## src/rtl/alu_mc_pkg.sv

```systemverilog
// Shared types and constants for the multi-cycle ALU.
package alu_mc_pkg;

  typedef enum logic [2:0] {
    OpAdd  = 3'b000,
    OpSub  = 3'b001,
    OpAnd  = 3'b010,
    OpOr   = 3'b011,
    OpXor  = 3'b100,
    OpSlt  = 3'b101,
    OpMul  = 3'b110,
    OpRsvd = 3'b111
  } op_t;

  // Bit positions inside the {N, Z, C, V} flag vector.
  localparam int unsigned FLAG_N = 3;
  localparam int unsigned FLAG_Z = 2;
  localparam int unsigned FLAG_C = 1;
  localparam int unsigned FLAG_V = 0;

  typedef enum logic [1:0] {
    StIdle,
    StMul,
    StDone
  } state_t;

endpackage

```

## src/rtl/alu_mc_if.sv

```systemverilog
// Operand/result handshake bundle for alu_mc.
interface alu_mc_if #(
  parameter int unsigned WIDTH = 32
) ();

  logic             in_valid;
  logic             in_ready;
  logic [WIDTH-1:0] a;
  logic [WIDTH-1:0] b;
  logic [2:0]       op;
  logic             out_valid;
  logic             out_ready;
  logic [WIDTH-1:0] result;
  logic [3:0]       flags;

  // Producer/consumer side (drives operands, accepts results).
  modport master (
    output in_valid, a, b, op, out_ready,
    input  in_ready, out_valid, result, flags
  );

  // ALU side.
  modport slave (
    input  in_valid, a, b, op, out_ready,
    output in_ready, out_valid, result, flags
  );

endinterface

```

## src/rtl/alu_mc_core.sv

```systemverilog
// Single-cycle ALU datapath: ADD/SUB/AND/OR/XOR/SLT and the reserved op.
module alu_core
  import alu_mc_pkg::*;
#(
  parameter int unsigned WIDTH = 32
) (
  input  logic [WIDTH-1:0] a_i,
  input  logic [WIDTH-1:0] b_i,
  input  op_t              op_i,
  output logic [WIDTH-1:0] result_o,
  output logic [3:0]       flags_o
);

  logic             is_sub;
  logic [WIDTH-1:0] b_eff;
  logic [WIDTH:0]   sum;
  logic             ovf;

  // Shared adder; SUB and SLT reuse it as a + ~b + 1.
  always_comb begin
    is_sub = (op_i == OpSub) || (op_i == OpSlt);
    b_eff  = is_sub ? ~b_i : b_i;
    sum    = {1'b0, a_i} + {1'b0, b_eff} + (WIDTH + 1)'(is_sub);
    ovf    = (a_i[WIDTH-1] == b_eff[WIDTH-1]) && (sum[WIDTH-1] != a_i[WIDTH-1]);
  end

  // Result select; C/V only survive for ADD/SUB, N/Z always follow the result.
  always_comb begin
    result_o = '0;
    flags_o  = '0;
    case (op_i)
      OpAdd, OpSub: begin
        result_o        = sum[WIDTH-1:0];
        flags_o[FLAG_C] = sum[WIDTH];
        flags_o[FLAG_V] = ovf;
      end
      OpAnd:   result_o = a_i & b_i;
      OpOr:    result_o = a_i | b_i;
      OpXor:   result_o = a_i ^ b_i;
      OpSlt:   result_o = {{(WIDTH - 1){1'b0}}, sum[WIDTH-1] ^ ovf};
      default: result_o = '0;
    endcase
    flags_o[FLAG_N] = result_o[WIDTH-1];
    flags_o[FLAG_Z] = (result_o == '0);
  end

endmodule

```

## src/rtl/alu_mc.sv

```systemverilog
// Multi-cycle ALU top: handshake FSM, shift-add multiplier and output registers.
module alu_mc
  import alu_mc_pkg::*;
#(
  parameter int unsigned WIDTH = 32
) (
  input  logic   clk,
  input  logic   rst_n,
  alu_mc_if.slave bus
);

  localparam int unsigned     CntW    = $clog2(WIDTH);
  localparam logic [CntW-1:0] CntLast = CntW'(WIDTH - 1);

  state_t             state_q, state_d;
  logic [CntW-1:0]    cnt_q, cnt_d;
  logic [2*WIDTH-1:0] prod_q, prod_d;
  logic [WIDTH-1:0]   mcand_q, mcand_d;
  logic [WIDTH-1:0]   result_q, result_d;
  logic [3:0]         flags_q, flags_d;

  op_t                op_in;
  logic               in_ready;
  logic               accept;
  logic [WIDTH-1:0]   core_result;
  logic [3:0]         core_flags;
  logic [WIDTH:0]     mul_sum;
  logic [2*WIDTH-1:0] prod_step;

  alu_core #(
    .WIDTH(WIDTH)
  ) u_core (
    .a_i     (bus.a),
    .b_i     (bus.b),
    .op_i    (op_in),
    .result_o(core_result),
    .flags_o (core_flags)
  );

  // Handshake: ready depends only on state, out_ready and reset, never on in_valid.
  always_comb begin
    op_in    = op_t'(bus.op);
    in_ready = rst_n && ((state_q == StIdle) || ((state_q == StDone) && bus.out_ready));
    accept   = bus.in_valid && in_ready;
  end

  assign bus.in_ready  = in_ready;
  assign bus.out_valid = (state_q == StDone);
  assign bus.result    = result_q;
  assign bus.flags     = flags_q;

  // One shift-add step: conditionally add multiplicand to the high half, then shift right.
  always_comb begin
    mul_sum   = {1'b0, prod_q[2*WIDTH-1:WIDTH]} +
                ({1'b0, mcand_q} & {(WIDTH + 1){prod_q[0]}});
    prod_step = {mul_sum, prod_q[WIDTH-1:1]};
  end

  // Next-state logic; an accept (IDLE or DONE) overrides the plain transitions.
  always_comb begin
    state_d  = state_q;
    cnt_d    = cnt_q;
    prod_d   = prod_q;
    mcand_d  = mcand_q;
    result_d = result_q;
    flags_d  = flags_q;

    case (state_q)
      StMul: begin
        prod_d = prod_step;
        if (cnt_q == CntLast) begin
          // Last iteration: the product is complete in prod_step, load it directly.
          cnt_d           = '0;
          result_d        = prod_step[WIDTH-1:0];
          flags_d         = '0;
          flags_d[FLAG_N] = prod_step[WIDTH-1];
          flags_d[FLAG_Z] = (prod_step[WIDTH-1:0] == '0);
          flags_d[FLAG_C] = |prod_step[2*WIDTH-1:WIDTH];
          state_d         = StDone;
        end else begin
          cnt_d = cnt_q + 1'b1;
        end
      end
      StDone: begin
        if (bus.out_ready) state_d = StIdle;
      end
      default: ;
    endcase

    if (accept) begin
      if (op_in == OpMul) begin
        state_d = StMul;
        cnt_d   = '0;
        prod_d  = {{WIDTH{1'b0}}, bus.b};
        mcand_d = bus.a;
      end else begin
        state_d  = StDone;
        result_d = core_result;
        flags_d  = core_flags;
      end
    end
  end

  // State and datapath registers with synchronous active-low reset.
  always_ff @(posedge clk) begin
    if (!rst_n) begin
      state_q  <= StIdle;
      cnt_q    <= '0;
      prod_q   <= '0;
      mcand_q  <= '0;
      result_q <= '0;
      flags_q  <= '0;
    end else begin
      state_q  <= state_d;
      cnt_q    <= cnt_d;
      prod_q   <= prod_d;
      mcand_q  <= mcand_d;
      result_q <= result_d;
      flags_q  <= flags_d;
    end
  end

endmodule

```

## src/flat_wrapper.sv

```systemverilog
// flat-port wrapper written by rule: the top's interface ports become plain ports
module alu_mc_flat import alu_mc_pkg::*;
#(
  parameter int unsigned WIDTH = 32
)
  (clk, rst_n, bus_in_valid, bus_a, bus_b, bus_op, bus_out_ready, bus_in_ready, bus_out_valid, bus_result, bus_flags);
  alu_mc_if #(.WIDTH(WIDTH)) bus_i ();
  input  logic clk;
  input  logic rst_n;
  input wire logic [$bits(bus_i.in_valid)-1:0] bus_in_valid;
  input wire logic [$bits(bus_i.a)-1:0] bus_a;
  input wire logic [$bits(bus_i.b)-1:0] bus_b;
  input wire logic [$bits(bus_i.op)-1:0] bus_op;
  input wire logic [$bits(bus_i.out_ready)-1:0] bus_out_ready;
  output wire logic [$bits(bus_i.in_ready)-1:0] bus_in_ready;
  output wire logic [$bits(bus_i.out_valid)-1:0] bus_out_valid;
  output wire logic [$bits(bus_i.result)-1:0] bus_result;
  output wire logic [$bits(bus_i.flags)-1:0] bus_flags;
  assign bus_i.in_valid = bus_in_valid;
  assign bus_i.a = bus_a;
  assign bus_i.b = bus_b;
  assign bus_i.op = bus_op;
  assign bus_i.out_ready = bus_out_ready;
  assign bus_in_ready = bus_i.in_ready;
  assign bus_out_valid = bus_i.out_valid;
  assign bus_result = bus_i.result;
  assign bus_flags = bus_i.flags;
  alu_mc #(.WIDTH(WIDTH)) u_core (.clk(clk), .rst_n(rst_n), .bus(bus_i));
endmodule
```

## config.mk

```make
export PLATFORM = sky130hd
export DESIGN_NAME = alu_mc_flat
export DESIGN_NICKNAME = d
export VERILOG_FILES = /design/src/rtl/alu_mc_pkg.sv /design/src/rtl/alu_mc_if.sv /design/src/rtl/alu_mc_core.sv /design/src/rtl/alu_mc.sv /design/src/flat_wrapper.sv
export SDC_FILE = /design/constraint.sdc
export NUM_CORES = 1
export LEC_CHECK = 0
export ABC_CLOCK_PERIOD_IN_PS = 14800
export CORE_UTILIZATION = 55
export DETAILED_ROUTE_END_ITERATION = 6
export MAX_ROUTING_LAYER = met4
export PLACE_DENSITY = 0.86
export SKIP_CTS_REPAIR_TIMING = 1
export SYNTH_ARGS = -nofsm -noshare
export SYNTH_HDL_FRONTEND = slang
export SYNTH_SLANG_ARGS = --single-unit
```

## constraint.sdc

```tcl
create_clock -name clk -period 14.8 [get_ports clk]
set_input_delay 3.7 -clock clk [delete_from_list [all_inputs] [get_ports clk]]
set_output_delay 3.7 -clock clk [all_outputs]
set_load 0.005 [all_outputs]
```

== Word-level counts from Yosys, hierarchy flattened ==
Cells that the tools add are included.

* Register bits after elaboration: 139
* Output and inout bits: 38
* Logic and storage cells: 67

* Add/subtract/negate cells: 4
* Equal/unequal tests: 13
* Mux-type cells: 23
* Bitwise logic cells: 6
* Reductions and logical operators: 15

{| class="wikitable"
|+ Operators with widths
! operator !! number
|-
| 64-bit two-way mux || 3
|-
| 32-bit two-way mux || 5
|-
| 32-bit case mux with 5 select lines || 1
|-
| 32-bit zero test || 2
|-
| 32-bit by 32-bit adder with 33-bit output || 1
|-
| 32-bit by 33-bit adder with 33-bit output || 1
|-
| 33-bit by 1-bit adder with 33-bit output || 1
|-
| 32-bit by 33-bit bitwise AND with 33-bit output || 1
|-
| 32-bit bitwise AND || 1
|-
| 32-bit inverter || 1
|-
| 32-bit OR || 1
|-
| 32-bit OR reduction || 1
|-
| 32-bit XOR || 1
|-
| 5-bit two-way mux || 4
|-
| 4-bit two-way mux || 4
|-
| 2-bit two-way mux || 5
|-
| 3-bit equality test (second input constant) || 3
|-
| 3-bit by 2-bit equality test with 1-bit output (second input constant) || 2
|-
| 3-bit by 2-bit inequality test with 1-bit output (second input constant) || 2
|-
| 5-bit by 1-bit adder with 5-bit output (second input constant) || 1
|-
| 5-bit equality test (second input constant) || 1
|-
| 1-bit logical AND || 4
|-
| 2-bit case mux with 2 select lines || 1
|-
| 3-bit by 1-bit equality test with 1-bit output (second input constant) || 1
|-
| other kinds (12) || 13
|}

== Logic depth before layout (Yosys ltp) ==
* Depth in word-level cells: 12
* Depth in mapped cells: 17
* Mapped depth without buffers: 14

== By module ==
From an unflattened synthesis, not the netlist that was laid out.

* Cells, all modules: 1599
* Area, all modules: 12084.1 µm²

{| class="wikitable"
|+ By module, submodules not included
! module !! instances !! cells an instance !! area an instance (µm²) !! seq. area each (µm²)
|-
| alu_mc || 1 || 1024 || 7926.4 || 2782.7
|-
| alu_core || 1 || 575 || 4157.7 || 0.0
|}

== Worst setup path before layout ==
OpenSTA, ideal clock, no wires.

* Path kind: input to output
* From: input port rst_n
* To: output port bus_in_ready
* Data arrival time: 4.065 ns
* Data required time: 11.100 ns
* Setup slack: 7.035 ns
* Stages on the path: 2
* Path through: clkbuf_1 > nor2b_1

* Longest elaborated chain between the ends: 1

{| class="wikitable"
|+ RTL lines
! item !! RTL line !! text
|-
| start: declaration || flat_wrapper.sv:9 || <nowiki>input logic rst_n;</nowiki>
|-
| 1-bit logical AND || alu_mc.sv:43 || <nowiki>in_ready = rst_n && ((state_q == StIdle) || ((state_q == StDone) && bus.out_ready));</nowiki>
|-
| end: declaration || flat_wrapper.sv:15 || <nowiki>output wire logic [$bits(bus_i.in_ready)-1:0] bus_in_ready;</nowiki>
|}

Every way passes these cells.

== Worst setup path in the final report ==
* From: input port bus_out_ready
* To: output port bus_in_ready

* Longest elaborated chain between the ends: 3

{| class="wikitable"
|+ RTL lines
! item !! RTL line !! text
|-
| start: declaration || flat_wrapper.sv:14 || <nowiki>input wire logic [$bits(bus_i.out_ready)-1:0] bus_out_ready;</nowiki>
|-
| 1-bit logical AND || alu_mc.sv:43 ||
|-
| 1-bit logical OR || alu_mc.sv:43 ||
|-
| 1-bit logical AND || alu_mc.sv:43 ||
|}

Every way passes these cells.

==> flow_metrics.env <==
export IMPL_status="finished clean"
export IMPL_htreeDepth=4
export IMPL_slew_viol_final=0
export IMPL_synthAdderAreaFrac_pct=14.3
export IMPL_synth_simple_gate_area_share_pct=20.3
export IMPL_firstDrtPassIters=5
export IMPL_path_max_fanout=2
export IMPL_max_slew_margin_pct=24.2
export IMPL_syn2layout_area_growth_pct=15.2
export IMPL_cts_tree="done"
export IMPL_p_sw_mw=0.371
export IMPL_drive_gt1_share_pct=4.59
export IMPL_place_ws_ns=6.06
export IMPL_ff2ff_setup_slack_ns=10.14
export IMPL_startpoint_type="input pin"
export IMPL_grt_pass1_wl_um=60100
export IMPL_core_region_area_mm2=0.0214
export IMPL_hold_path_class="flop to flop"
export IMPL_p_per_area_mw_per_mm2=81.7
export IMPL_die_x_um=151
export IMPL_grt_setup_unrepaired="no"
export IMPL_fmax_mhz=115
export IMPL_criticalPathCategory="input pin to output port"
export IMPL_synthXorXnorAreaFrac_pct=4.98
export IMPL_finish_instance_area_mm2=0.0140
export IMPL_cp_required_ns=11.10
export IMPL_clk_pin_slew_ns=0.06
export IMPL_clk_latency_ns=0.44
export IMPL_ys_flop_type="dfxtp_1"
export IMPL_hold_viol=0
export IMPL_period_needed_ns=8.71
export IMPL_clock_sinks=139
export IMPL_initial_core_util_pct=56.8
export IMPL_synthTopCellsByArea="dfxtp_1 (23%), ha_1 (14%), nand2_1 (6.7%)"
export IMPL_worstSetupEndpointType="output port"
export IMPL_post_dp_hpwl_um=27700
export IMPL_power_leakage_nw=6.21
export IMPL_postRouteAntennaNets=0
export IMPL_antenna_found_initial=0
export IMPL_routed_wl_um=38200
export IMPL_timing_final_ws_setup_ns=6.09
export IMPL_drt_wirelength_per_cell_um=20.0
export IMPL_synth_cell_types=72
export IMPL_postSynth_asyncResetShare_pct=0
export IMPL_setup_tns_ns=0
export IMPL_die_area_mm2=0.0227
export IMPL_placed_area_mm2=0.0134
export IMPL_overflow=0
export IMPL_intPower_mw=0.770
export IMPL_synth_mux_area_share_pct=6.14
export IMPL_vias=12149
export IMPL_cts_buffer_depth=2
export IMPL_rows=53
export IMPL_postSynthCellCount=1565
export IMPL_drt_iter0_drc=853
export IMPL_track_usage_pct=35.0
export IMPL_vias_per_cell=6.37
export IMPL_finalCritPeriodShare_pct=58.8
export IMPL_cts_root_buf="clkbuf_16"
export IMPL_synth_edff_count=0
export IMPL_synth_fp_nets=1773
export IMPL_power_frac_clock_pct=40.0
export IMPL_synth_area_leader_cell="dfxtp_1"
export IMPL_fin_util_pct=65.4
export IMPL_ir_drop_mv=0.0736
export IMPL_pwr_share_seq_pct=34.3
export IMPL_synth_common_cells="nand2_1 (215), dfxtp_1 (139), ha_1 (135)"
export IMPL_synth_compound_area_share_pct=26.0
export IMPL_final_nets=1829
export IMPL_num_antenna_cells=0
export IMPL_yosysWarnings=0
export IMPL_cap_violations=0
export IMPL_fin_skew_ns=0.0107
export IMPL_synth_top_area_share_pct=22.9
export IMPL_ys_seq_elements=139
export IMPL_worst_slew_pin_slew_ns=1.14
export IMPL_numCtsBuffers=17
export IMPL_gp_congestion=0.976
export IMPL_io_buffers=108
export IMPL_power_frac_comb_pct=25.7
export IMPL_grt_pass1_vias=11753
export IMPL_synth_top_family_by_area="compound AO/OA/AOI/OAI gates"
export IMPL_drc_errors=0
export IMPL_p_sw_share_pct=32.5
export IMPL_die_h_um=151
export IMPL_io_pins=109
export IMPL_setup_viol=0
export IMPL_grt_max_degree=106
export IMPL_synth_area_mm2=0.0121
export IMPL_cp_arrival_ns=5.01
export IMPL_fill_cells=1887
export IMPL_seq_area_frac_synth_pct=22.9
export IMPL_syn_area_per_cell_um2=7.75
export IMPL_yosysMostFrequentCell="nand2_1"
## worst paths after layout
kind,startpoint,to,cells after the start
hold reg to reg,u_core.mcand_q[10]$_SDFFE_PN0P_,u_core.mcand_q[10]$_SDFFE_PN0P_,2
setup reg to reg,u_core.prod_q[0]$_SDFF_PN0_,u_core.bus.flags[1]$_SDFF_PN0_,13
setup / recovery,bus_out_ready,bus_in_ready,4
hold / removal,u_core.mcand_q[10]$_SDFFE_PN0P_,u_core.mcand_q[10]$_SDFFE_PN0P_,2
## logic make-up after synthesis
logic type / count (synthesis)
AOI/OAI and AO/OA: 455
xor gates and xnor gates: 69
adders and majority gates: 137
buffers and inverters: 173
DFF: 139
muxes: 74
and+or+nand+nor: 518
## power by group through the flow
stage	Sequential, mW	Combinational, mW	Clock, mW
final	0.391	0.293	0.457
after global routing	0.392	0.316	0.473
after CTS	0.391	0.286	0.456
after detailed placement	0.399	0.283	0
after global placement	0.399	0.278	0
after floorplan	0.397	0.185	0
## layout make-up
type / count / area, um2 / area share [%]
clock inverters: 13 / 168 / 1.20
clock buffers: 18 / 429 / 3.07
well taps: 275 / 344 / 2.46
multi-input cells: 1253 / 8730 / 62.5
inverters: 88 / 330 / 2.36
flip-flops and latches: 139 / 2780 / 19.9
repair buffers: 122 / 1180 / 8.46
## state kept, by name, summed over array words and instances (netlist names)
register           count
u_core.prod_q         64
u_core.bus.result     32
u_core.mcand_q        32
u_core.cnt_q           5
u_core.bus.flags       4
u_core.state_q         2
## critical path, stage by stage
cell and delay [ns]:
clkdlybuf4s50_1 0.50, a21oi_1 0.10, nor2b_1 0.17, clkdlybuf4s50_1 0.53
## through the flow
stage | cells | power, mW | hold slack [ns]
global route | 1908 | 1.18 | 0.483
CTS | 1908 | 1.13 | 0.465
detailed placement | 1877 | 0.682 | 0.456
global placement | 1877 | 0.677 | 0.448
floorplan | 1565 | 0.582 | 0.439
finish | 1908 | 1.14 | 0.462
## layout by cell type (no fill, tap or decap), drive strengths merged, types with 31 or more instances in the layout
cell type	count
a21boi	37
a21oi	111
and2	53
clkdlybuf4s50	107
dfxtp	139
ha	135
inv	89
mux2i	71
nand2	215
nand3	31
nor2	89
o211a	34
o21ai	57
o22ai	34
xnor2	55
## layer usage
layer / share of wire [%] / up-vias / track usage [%] / routed length (um)
met4: 4.8 / 0 / 18.0 / 1840
met5: 0 / - / - / 0
met3: 7.0 / 148 / 5.09 / 2700
met2: 47 / 524 / 57.8 / 18100
li1: - / 5740 / - / -
met1: 41 / 5737 / 41.3 / 15600
No activity file was read; power rests on OpenSTA's default activity.
